`config.mk`:
```
export PLATFORM = sky130hd
export DESIGN_NAME = thread_cmd_issue_flat
export DESIGN_NICKNAME = d
export VERILOG_FILES = /design/src/rtl/thread_cmd_issue_pkg.sv /design/src/rtl/thread_cmd_issue_if.sv /design/src/rtl/thread_cmd_issue_fifo.sv /design/src/rtl/thread_cmd_issue.sv /design/src/flat_wrapper.sv
export SDC_FILE = /design/constraint.sdc
export NUM_CORES = 1
export LEC_CHECK = 0
export ABC_AREA = 1
export CAP_MARGIN = 20
export CORE_ASPECT_RATIO = 0.7
export CORE_MARGIN = 2
export CORE_UTILIZATION = 54
export CTS_CLUSTER_SIZE = 28
export DETAILED_ROUTE_END_ITERATION = 6
export GPL_ROUTABILITY_DRIVEN = 0
export PLACE_DENSITY = 0.89
export SLEW_MARGIN = 30
export SYNTH_ARGS = -nofsm -noshare
export SYNTH_HDL_FRONTEND = slang
export SYNTH_SLANG_ARGS = --single-unit
```
`constraint.sdc`:
```
create_clock -name clk -period 6.2 [get_ports clk]
set_input_delay 1.24 -clock clk [delete_from_list [all_inputs] [get_ports clk]]
set_output_delay 1.24 -clock clk [all_outputs]
set_load 0.03 [all_outputs]
```
`src/rtl/thread_cmd_issue_pkg.sv`:
```
// Shared types for the thread command issue block:
// op/response codes, FSM states, FIFO entry layout, legality check.
package thread_cmd_issue_pkg;

    localparam int NTRD  = 8;
    localparam int TRD_W = $clog2(NTRD);
    localparam int PC_W  = 32;

    typedef enum logic [1:0] {
        OP_SPAWN = 2'b00,
        OP_KILL  = 2'b01,
        OP_SLEEP = 2'b10,
        OP_WAKE  = 2'b11
    } trd_op_e;

    typedef enum logic [1:0] {
        RSP_OK        = 2'b00,
        RSP_OVERFLOW  = 2'b01,
        RSP_NOT_CHILD = 2'b10,
        RSP_NOT_VALID = 2'b11
    } rsp_code_e;

    typedef enum logic [2:0] {
        S_IDLE,
        S_CHECK,
        S_ISSUE,
        S_WAIT,
        S_RESP
    } issue_state_e;

    typedef struct packed {
        trd_op_e          op;
        logic [TRD_W-1:0] act;
        logic [TRD_W-1:0] obj;
        logic [PC_W-1:0]  pc;
    } cmd_entry_t;

    // Self-targeted KILL/SLEEP is legal; SPAWN ignores obj.
    function automatic rsp_code_e legal_code(
        input cmd_entry_t      e,
        input logic [NTRD-1:0] vld,
        input logic [NTRD-1:0] chd
    );
        rsp_code_e c;
        c = RSP_OK;
        case (e.op)
            OP_SPAWN: begin
                if (&vld) c = RSP_OVERFLOW;
            end
            OP_KILL, OP_SLEEP: begin
                if (!vld[e.obj])
                    c = RSP_NOT_VALID;
                else if (e.obj != e.act && !chd[e.obj])
                    c = RSP_NOT_CHILD;
            end
            default: begin
                if (!vld[e.obj]) c = RSP_NOT_VALID;
            end
        endcase
        return c;
    endfunction

endpackage

```
`src/rtl/thread_cmd_issue_if.sv`:
```
// EX-side request and writeback-side response bundle
// of the thread command issue block.
interface thread_cmd_issue_if;
    import thread_cmd_issue_pkg::*;

    logic             req_valid;
    logic             req_ready;
    logic [1:0]       req_op;
    logic [TRD_W-1:0] req_act;
    logic [TRD_W-1:0] req_obj;
    logic [PC_W-1:0]  req_pc;
    logic             rsp_valid;
    logic             rsp_ready;
    logic [1:0]       rsp_code;
    logic [TRD_W-1:0] rsp_trd;

    modport master (
        output req_valid, req_op, req_act, req_obj, req_pc, rsp_ready,
        input  req_ready, rsp_valid, rsp_code, rsp_trd
    );

    modport slave (
        input  req_valid, req_op, req_act, req_obj, req_pc, rsp_ready,
        output req_ready, rsp_valid, rsp_code, rsp_trd
    );

endinterface

```
`src/rtl/thread_cmd_issue_fifo.sv`:
```
// Small synchronous FIFO of decoded thread commands.
// Head entry is visible combinationally on dout.
module thread_cmd_issue_fifo
    import thread_cmd_issue_pkg::*;
#(
    parameter int DEPTH = 2
) (
    input  logic                       clk,
    input  logic                       rst_n,
    input  logic                       push,
    input  cmd_entry_t                 din,
    input  logic                       pop,
    output cmd_entry_t                 dout,
    output logic                       full,
    output logic                       empty,
    output logic [$clog2(DEPTH+1)-1:0] count
);

    localparam int PTR_W = $clog2(DEPTH);
    localparam int CNT_W = $clog2(DEPTH+1);

    cmd_entry_t       mem [DEPTH];
    logic [PTR_W-1:0] wr_ptr;
    logic [PTR_W-1:0] rd_ptr;

    assign full  = (count == CNT_W'(DEPTH));
    assign empty = (count == '0);
    assign dout  = mem[rd_ptr];

    // Storage, pointers (wrap mod DEPTH) and occupancy.
    always_ff @(posedge clk or negedge rst_n) begin
        if (!rst_n) begin
            for (int i = 0; i < DEPTH; i++) mem[i] <= '0;
            wr_ptr <= '0;
            rd_ptr <= '0;
            count  <= '0;
        end else begin
            if (push) begin
                mem[wr_ptr] <= din;
                wr_ptr      <= wr_ptr + 1'b1;
            end
            if (pop) rd_ptr <= rd_ptr + 1'b1;
            if (push && !pop)
                count <= count + CNT_W'(1);
            else if (pop && !push)
                count <= count - CNT_W'(1);
        end
    end

endmodule

```
`src/rtl/thread_cmd_issue.sv`:
```
// Buffers EX thread ops, legality-checks them against thread_ctrl
// status, pulses one command per op and returns a registered response.
module thread_cmd_issue
    import thread_cmd_issue_pkg::*;
#(
    parameter int DEPTH = 2,
    parameter int NTRD  = thread_cmd_issue_pkg::NTRD,
    parameter int TRD_W = thread_cmd_issue_pkg::TRD_W,
    parameter int PC_W  = thread_cmd_issue_pkg::PC_W
) (
    input  logic                    clk,
    input  logic                    rst_n,
    thread_cmd_issue_if.slave       bus,
    input  logic                    ctrl_stall,
    input  logic [NTRD-1:0]         valid_trd,
    input  logic [NTRD-1:0]         child_trd,
    input  logic [TRD_W-1:0]        new_trd,
    output logic                    cmd_init,
    output logic                    cmd_kill,
    output logic                    cmd_slp,
    output logic                    cmd_wake,
    output logic [TRD_W-1:0]        cmd_act_trd,
    output logic [TRD_W-1:0]        cmd_obj_trd,
    output logic [PC_W-1:0]         cmd_pc,
    output logic                    busy
);

    issue_state_e               state;
    cmd_entry_t                 head;
    cmd_entry_t                 din;
    logic                       full;
    logic                       empty;
    logic [$clog2(DEPTH+1)-1:0] count;
    logic                       push;
    logic                       pop;
    rsp_code_e                  code;
    trd_op_e                    op_q;
    logic                       rsp_valid_q;
    rsp_code_e                  rsp_code_q;
    logic [TRD_W-1:0]           rsp_trd_q;

    assign push = bus.req_valid && !full;
    assign din  = '{op:  trd_op_e'(bus.req_op),
                    act: bus.req_act,
                    obj: bus.req_obj,
                    pc:  bus.req_pc};

    thread_cmd_issue_fifo #(.DEPTH(DEPTH)) u_fifo (
        .clk   (clk),
        .rst_n (rst_n),
        .push  (push),
        .din   (din),
        .pop   (pop),
        .dout  (head),
        .full  (full),
        .empty (empty),
        .count (count)
    );

    assign code = legal_code(head, valid_trd, child_trd);
    assign pop  = (state == S_ISSUE) ||
                  (state == S_CHECK && code != RSP_OK);

    assign bus.req_ready = !full;
    assign bus.rsp_valid = rsp_valid_q;
    assign bus.rsp_code  = rsp_code_q;
    assign bus.rsp_trd   = rsp_trd_q;

    assign cmd_act_trd = empty ? '0 : head.act;
    assign cmd_obj_trd = empty ? '0 : head.obj;
    assign cmd_pc      = empty ? '0 : head.pc;
    assign busy        = (count != '0) || (state != S_IDLE);

    // Issue FSM with registered command pulses and response fields.
    always_ff @(posedge clk or negedge rst_n) begin
        if (!rst_n) begin
            state       <= S_IDLE;
            cmd_init    <= 1'b0;
            cmd_kill    <= 1'b0;
            cmd_slp     <= 1'b0;
            cmd_wake    <= 1'b0;
            op_q        <= OP_SPAWN;
            rsp_valid_q <= 1'b0;
            rsp_code_q  <= RSP_OK;
            rsp_trd_q   <= '0;
        end else begin
            cmd_init <= 1'b0;
            cmd_kill <= 1'b0;
            cmd_slp  <= 1'b0;
            cmd_wake <= 1'b0;
            unique case (state)
                S_IDLE: begin
                    if (!empty || push) state <= S_CHECK;
                end
                S_CHECK: begin
                    if (code != RSP_OK) begin
                        rsp_code_q  <= code;
                        rsp_trd_q   <= head.obj;
                        rsp_valid_q <= 1'b1;
                        state       <= S_RESP;
                    end else if (!ctrl_stall) begin
                        op_q      <= head.op;
                        rsp_trd_q <= head.obj;
                        unique case (1'b1)
                            (head.op == OP_SPAWN): cmd_init <= 1'b1;
                            (head.op == OP_KILL):  cmd_kill <= 1'b1;
                            (head.op == OP_SLEEP): cmd_slp  <= 1'b1;
                            (head.op == OP_WAKE):  cmd_wake <= 1'b1;
                        endcase
                        state <= S_ISSUE;
                    end
                end
                S_ISSUE: begin
                    state <= S_WAIT;
                end
                S_WAIT: begin
                    if (op_q == OP_SPAWN) rsp_trd_q <= new_trd;
                    rsp_code_q  <= RSP_OK;
                    rsp_valid_q <= 1'b1;
                    state       <= S_RESP;
                end
                S_RESP: begin
                    if (bus.rsp_ready) begin
                        rsp_valid_q <= 1'b0;
                        state <= (!empty || push) ? S_CHECK : S_IDLE;
                    end
                end
                default: state <= S_IDLE;
            endcase
        end
    end

endmodule
```
`src/flat_wrapper.sv`:
```
// flat-port wrapper written by rule: the top's interface ports become plain ports
module thread_cmd_issue_flat import thread_cmd_issue_pkg::*;
#(
    parameter int DEPTH = 2,
    parameter int NTRD  = thread_cmd_issue_pkg::NTRD,
    parameter int TRD_W = thread_cmd_issue_pkg::TRD_W,
    parameter int PC_W  = thread_cmd_issue_pkg::PC_W
)
  (clk, rst_n, ctrl_stall, valid_trd, child_trd, new_trd, cmd_init, cmd_kill, cmd_slp, cmd_wake, cmd_act_trd, cmd_obj_trd, cmd_pc, busy, bus_req_valid, bus_req_op, bus_req_act, bus_req_obj, bus_req_pc, bus_rsp_ready, bus_req_ready, bus_rsp_valid, bus_rsp_code, bus_rsp_trd);
  thread_cmd_issue_if bus_i ();
  input  logic clk;
  input  logic rst_n;
  input  logic ctrl_stall;
  input  logic [NTRD-1:0] valid_trd;
  input  logic [NTRD-1:0] child_trd;
  input  logic [TRD_W-1:0] new_trd;
  output logic cmd_init;
  output logic cmd_kill;
  output logic cmd_slp;
  output logic cmd_wake;
  output logic [TRD_W-1:0] cmd_act_trd;
  output logic [TRD_W-1:0] cmd_obj_trd;
  output logic [PC_W-1:0] cmd_pc;
  output logic busy;
  input wire logic [$bits(bus_i.req_valid)-1:0] bus_req_valid;
  input wire logic [$bits(bus_i.req_op)-1:0] bus_req_op;
  input wire logic [$bits(bus_i.req_act)-1:0] bus_req_act;
  input wire logic [$bits(bus_i.req_obj)-1:0] bus_req_obj;
  input wire logic [$bits(bus_i.req_pc)-1:0] bus_req_pc;
  input wire logic [$bits(bus_i.rsp_ready)-1:0] bus_rsp_ready;
  output wire logic [$bits(bus_i.req_ready)-1:0] bus_req_ready;
  output wire logic [$bits(bus_i.rsp_valid)-1:0] bus_rsp_valid;
  output wire logic [$bits(bus_i.rsp_code)-1:0] bus_rsp_code;
  output wire logic [$bits(bus_i.rsp_trd)-1:0] bus_rsp_trd;
  assign bus_i.req_valid = bus_req_valid;
  assign bus_i.req_op = bus_req_op;
  assign bus_i.req_act = bus_req_act;
  assign bus_i.req_obj = bus_req_obj;
  assign bus_i.req_pc = bus_req_pc;
  assign bus_i.rsp_ready = bus_rsp_ready;
  assign bus_req_ready = bus_i.req_ready;
  assign bus_rsp_valid = bus_i.rsp_valid;
  assign bus_rsp_code = bus_i.rsp_code;
  assign bus_rsp_trd = bus_i.rsp_trd;
  thread_cmd_issue #(.DEPTH(DEPTH), .NTRD(NTRD), .TRD_W(TRD_W), .PC_W(PC_W)) u_core (.clk(clk), .rst_n(rst_n), .bus(bus_i), .ctrl_stall(ctrl_stall), .valid_trd(valid_trd), .child_trd(child_trd), .new_trd(new_trd), .cmd_init(cmd_init), .cmd_kill(cmd_kill), .cmd_slp(cmd_slp), .cmd_wake(cmd_wake), .cmd_act_trd(cmd_act_trd), .cmd_obj_trd(cmd_obj_trd), .cmd_pc(cmd_pc), .busy(busy));
endmodule
```
==> results.json <==
{
  "p_leak_nw": 3.12,
  "yosysMostFrequentCell": "nand2_1",
  "cts-root-buf": "clkbuf_16",
  "async_flop_share_pct": 100,
  "end_kind": "output port",
  "crit_path_top_delay_cell": "dfrtp_2",
  "switching_power_mw": 1.84,
  "p_per_area_nw_per_um2": 610,
  "seq_area_frac_synth_pct": 51.0,
  "p_total_mw": 3.88,
  "synth_warnings": 0,
  "max_freq_ghz": 0.228,
  "dp_hpwl_microns": 8380,
  "core_sq_um": 8580,
  "timing.rr.start": "u_core.u_fifo.rd_ptr",
  "synth_top_area_share_pct": 51.0,
  "post_drt_via_cell_ratio": 5.34,
  "grt_pass1_wl_microns": 20600,
  "antenna_found_initial": 0,
  "cts_tree": "built",
  "grt_max_degree": 82,
  "placed_area_sq_um": 6050,
  "synthesis.instances": 640,
  "instances_no_fill": 863,
  "setup_viol": 0,
  "postCtsHoldBufs": 0,
  "fin_area_sq_um": 6360,
  "crit_path_max_incr_delay_ns": 0.94,
  "path_cells": "inv_2 > nand2_1 > nand2_1 > nor2_1 > clkdlybuf4s50_1",
  "ios": 114,
  "clockBufferDepth": 2,
  "path_class": "reg -> out",
  "area_growth_pct": 31.0,
  "rsz0062_at_grt": "false",
  "yosys_most_used_dff": "dfrtp_1",
  "grt_overflow": 0,
  "drt-wirelength-per-cell_microns": 14.4,
  "drtAntennaViolNets": 0,
  "die_w_microns": 117,
  "p_int_mw": 2.04,
  "grt_pass1_vias": 4464,
  "switching_share_pct": 47.5,
  "tightest_slew_ns": 0.887,
  "synth_area_leaders": "dfrtp_1 (51%), nand2_1 (18%), o21ai_0 (9.1%)",
  "hold_ws_ns": 0.488,
  "cts_sinks": 99,
  "worst_ep_required_time_ns": 4.96,
  "clkLatencyLatePin_ns": 0.34,
  "startpoint": "u_core.u_fifo.rd_ptr",
  "netlist_top_cells_count": "nand2_1 (233), dfrtp_1 (99), o21ai_0 (88)",
  "status": "finished clean",
  "avgSynthCellArea_sq_um": 7.58,
  "final_layout_size_suffix_gt1_share_pct": 5.65,
  "initial_core_util_pct": 56.5,
  "first_iter_violations": 502,
  "hold_class": "reg -> reg",
  "diodes": 0,
  "cp_top_family": "buffers and inverters",
  "routed_wl_microns": 12400,
  "clkTransAtPathRegs_ns": 0.07,
  "cts_buffers": 9,
  "place_inst": 846,
  "crit_path_frequent_cell": "nand2_1",
  "skew_ns": 0.0117,
  "yosys_register_bits": 99,
  "synth_fp_nets": 710,
  "cap_viol_max_count": 0,
  "arrival_ns": 3.14,
  "die_h_microns": 83.3,
  "cts_setup_buffers": 0,
  "grt_usage_pct": 25.7,
  "std_cell_rows": 28,
  "ys_types": 28,
  "vias": 4612,
  "finalHoldViolCount": 0,
  "vdd_drop_max_mv": 0.319,
  "io_buffers": 113,
  "max_slew_margin_pct": 40.9,
  "syn-cell-area_sq_um": 4850,
  "pwr-share-clk_pct": 13.6,
  "pwr-share-comb_pct": 55.8,
  "nets": 808,
  "slew_viol_final": 0,
  "postCtsResizedCells": 0,
  "fillers": 615,
  "yosysTopAreaCell": "dfrtp_1",
  "synth-edff-count": 0,
  "min_period_ns": 4.38,
  "finalSetupTns_ns": 0,
  "min_from": "u_core.u_fifo.mem[63]",
  "h-tree-depth": 3,
  "drc": 0,
  "die_area_sq_um": 9770,
  "post-route-period-util_pct": 70.6,
  "cp.buffers_inverters": 2,
  "p_seq_share_pct": 30.6,
  "cp_max_fo": 50,
  "drt_first_pass_iters": 6,
  "cp-start-kind": "flip-flop"
}
## power groups by stage
stage	Clock (mW)	Combinational, mW	Sequential [mW]
finish	0.529	2.16	1.19
global route	0.565	2.37	1.22
CTS	0.532	2.14	1.18
detailed placement	0	2.12	1.19
global placement	0	2.05	1.16
floorplan	0	1.43	1.13
## worst paths after layout
check | depth (start not counted) | endpoint | slack [ns]
setup / recovery | 5 | cmd_obj_trd[0] | 1.82
hold / removal | 2 | u_core.u_fifo.mem[63] | 0.49
setup reg to reg | 17 | u_core.u_fifo.count[1] | 1.95
hold reg to reg | 2 | u_core.u_fifo.mem[63] | 0.49
max in group asynchronous | 2 | u_core.u_fifo.mem[70] | 4.23
min in group asynchronous | 1 | u_core.u_fifo.mem[68] | 0.89
## cells by family after synthesis
logic type                 share of synthesized area, %
and+or+nand+nor                                    25.5
DFF                                                51.0
AOI/OAI and AO/OA                                  13.1
xor gates and xnor gates                          0.361
adders and majority gates                          1.55
buffers and inverters                              8.48
## flip-flops by register name (all words and copies together) (netlist names), 2 cells and up
name	count
u_core.u_fifo.mem	80
u_core.bus.rsp_trd	3
u_core.state	3
u_core.bus.rsp_code	2
u_core.op_q	2
u_core.u_fifo.count	2
## layout by cell type, fill, tap and decap left out, types with 3 or more instances in the layout
master	instances
a21oi_1	34
buf_4	4
clkbuf_16	9
clkdlybuf4s50_1	112
dfrtp_1	98
ha_1	6
inv_1	74
inv_2	3
nand2_1	232
nand2_2	7
nand3_1	27
nor2_1	19
o21ai_0	88
or2_2	4
## cell type report
class	count	area (sq um)	share of cell area (%)
tap	120	150	2.36
timing repair buffer	117	1180	18.5
inverter	78	293	4.60
clock inverter	7	58.8	0.925
multi-input combinational	433	1970	31.1
sequential	99	2480	39.0
clock buffer	9	225	3.54
## metal layers
metal / global-route usage, % / vias to the layer above / routed length (microns)
met1: 33.9 / 2171 / 5410
li1: - / 2199 / -
met4: 6.68 / 0 / 154
met5: 0 / - / 0
met2: 42.2 / 224 / 5870
met3: 7.35 / 18 / 984
## tightest hold or removal path, cell delays in order, from the launching register on
cell and delay, ns:
dfrtp_1 0.34, nand2_1 0.05, o21ai_0 0.06
## stage by stage
step | setup slack (ns) | util [%]
global placement | 2.25 | 70.5
global route | 1.54 | 74.1
floorplan | 3.37 | -
detailed placement | 2.01 | 70.5
finish | 1.82 | 74.1
CTS | 1.84 | 73.8
No activity file was read; power rests on OpenSTA's default activity.
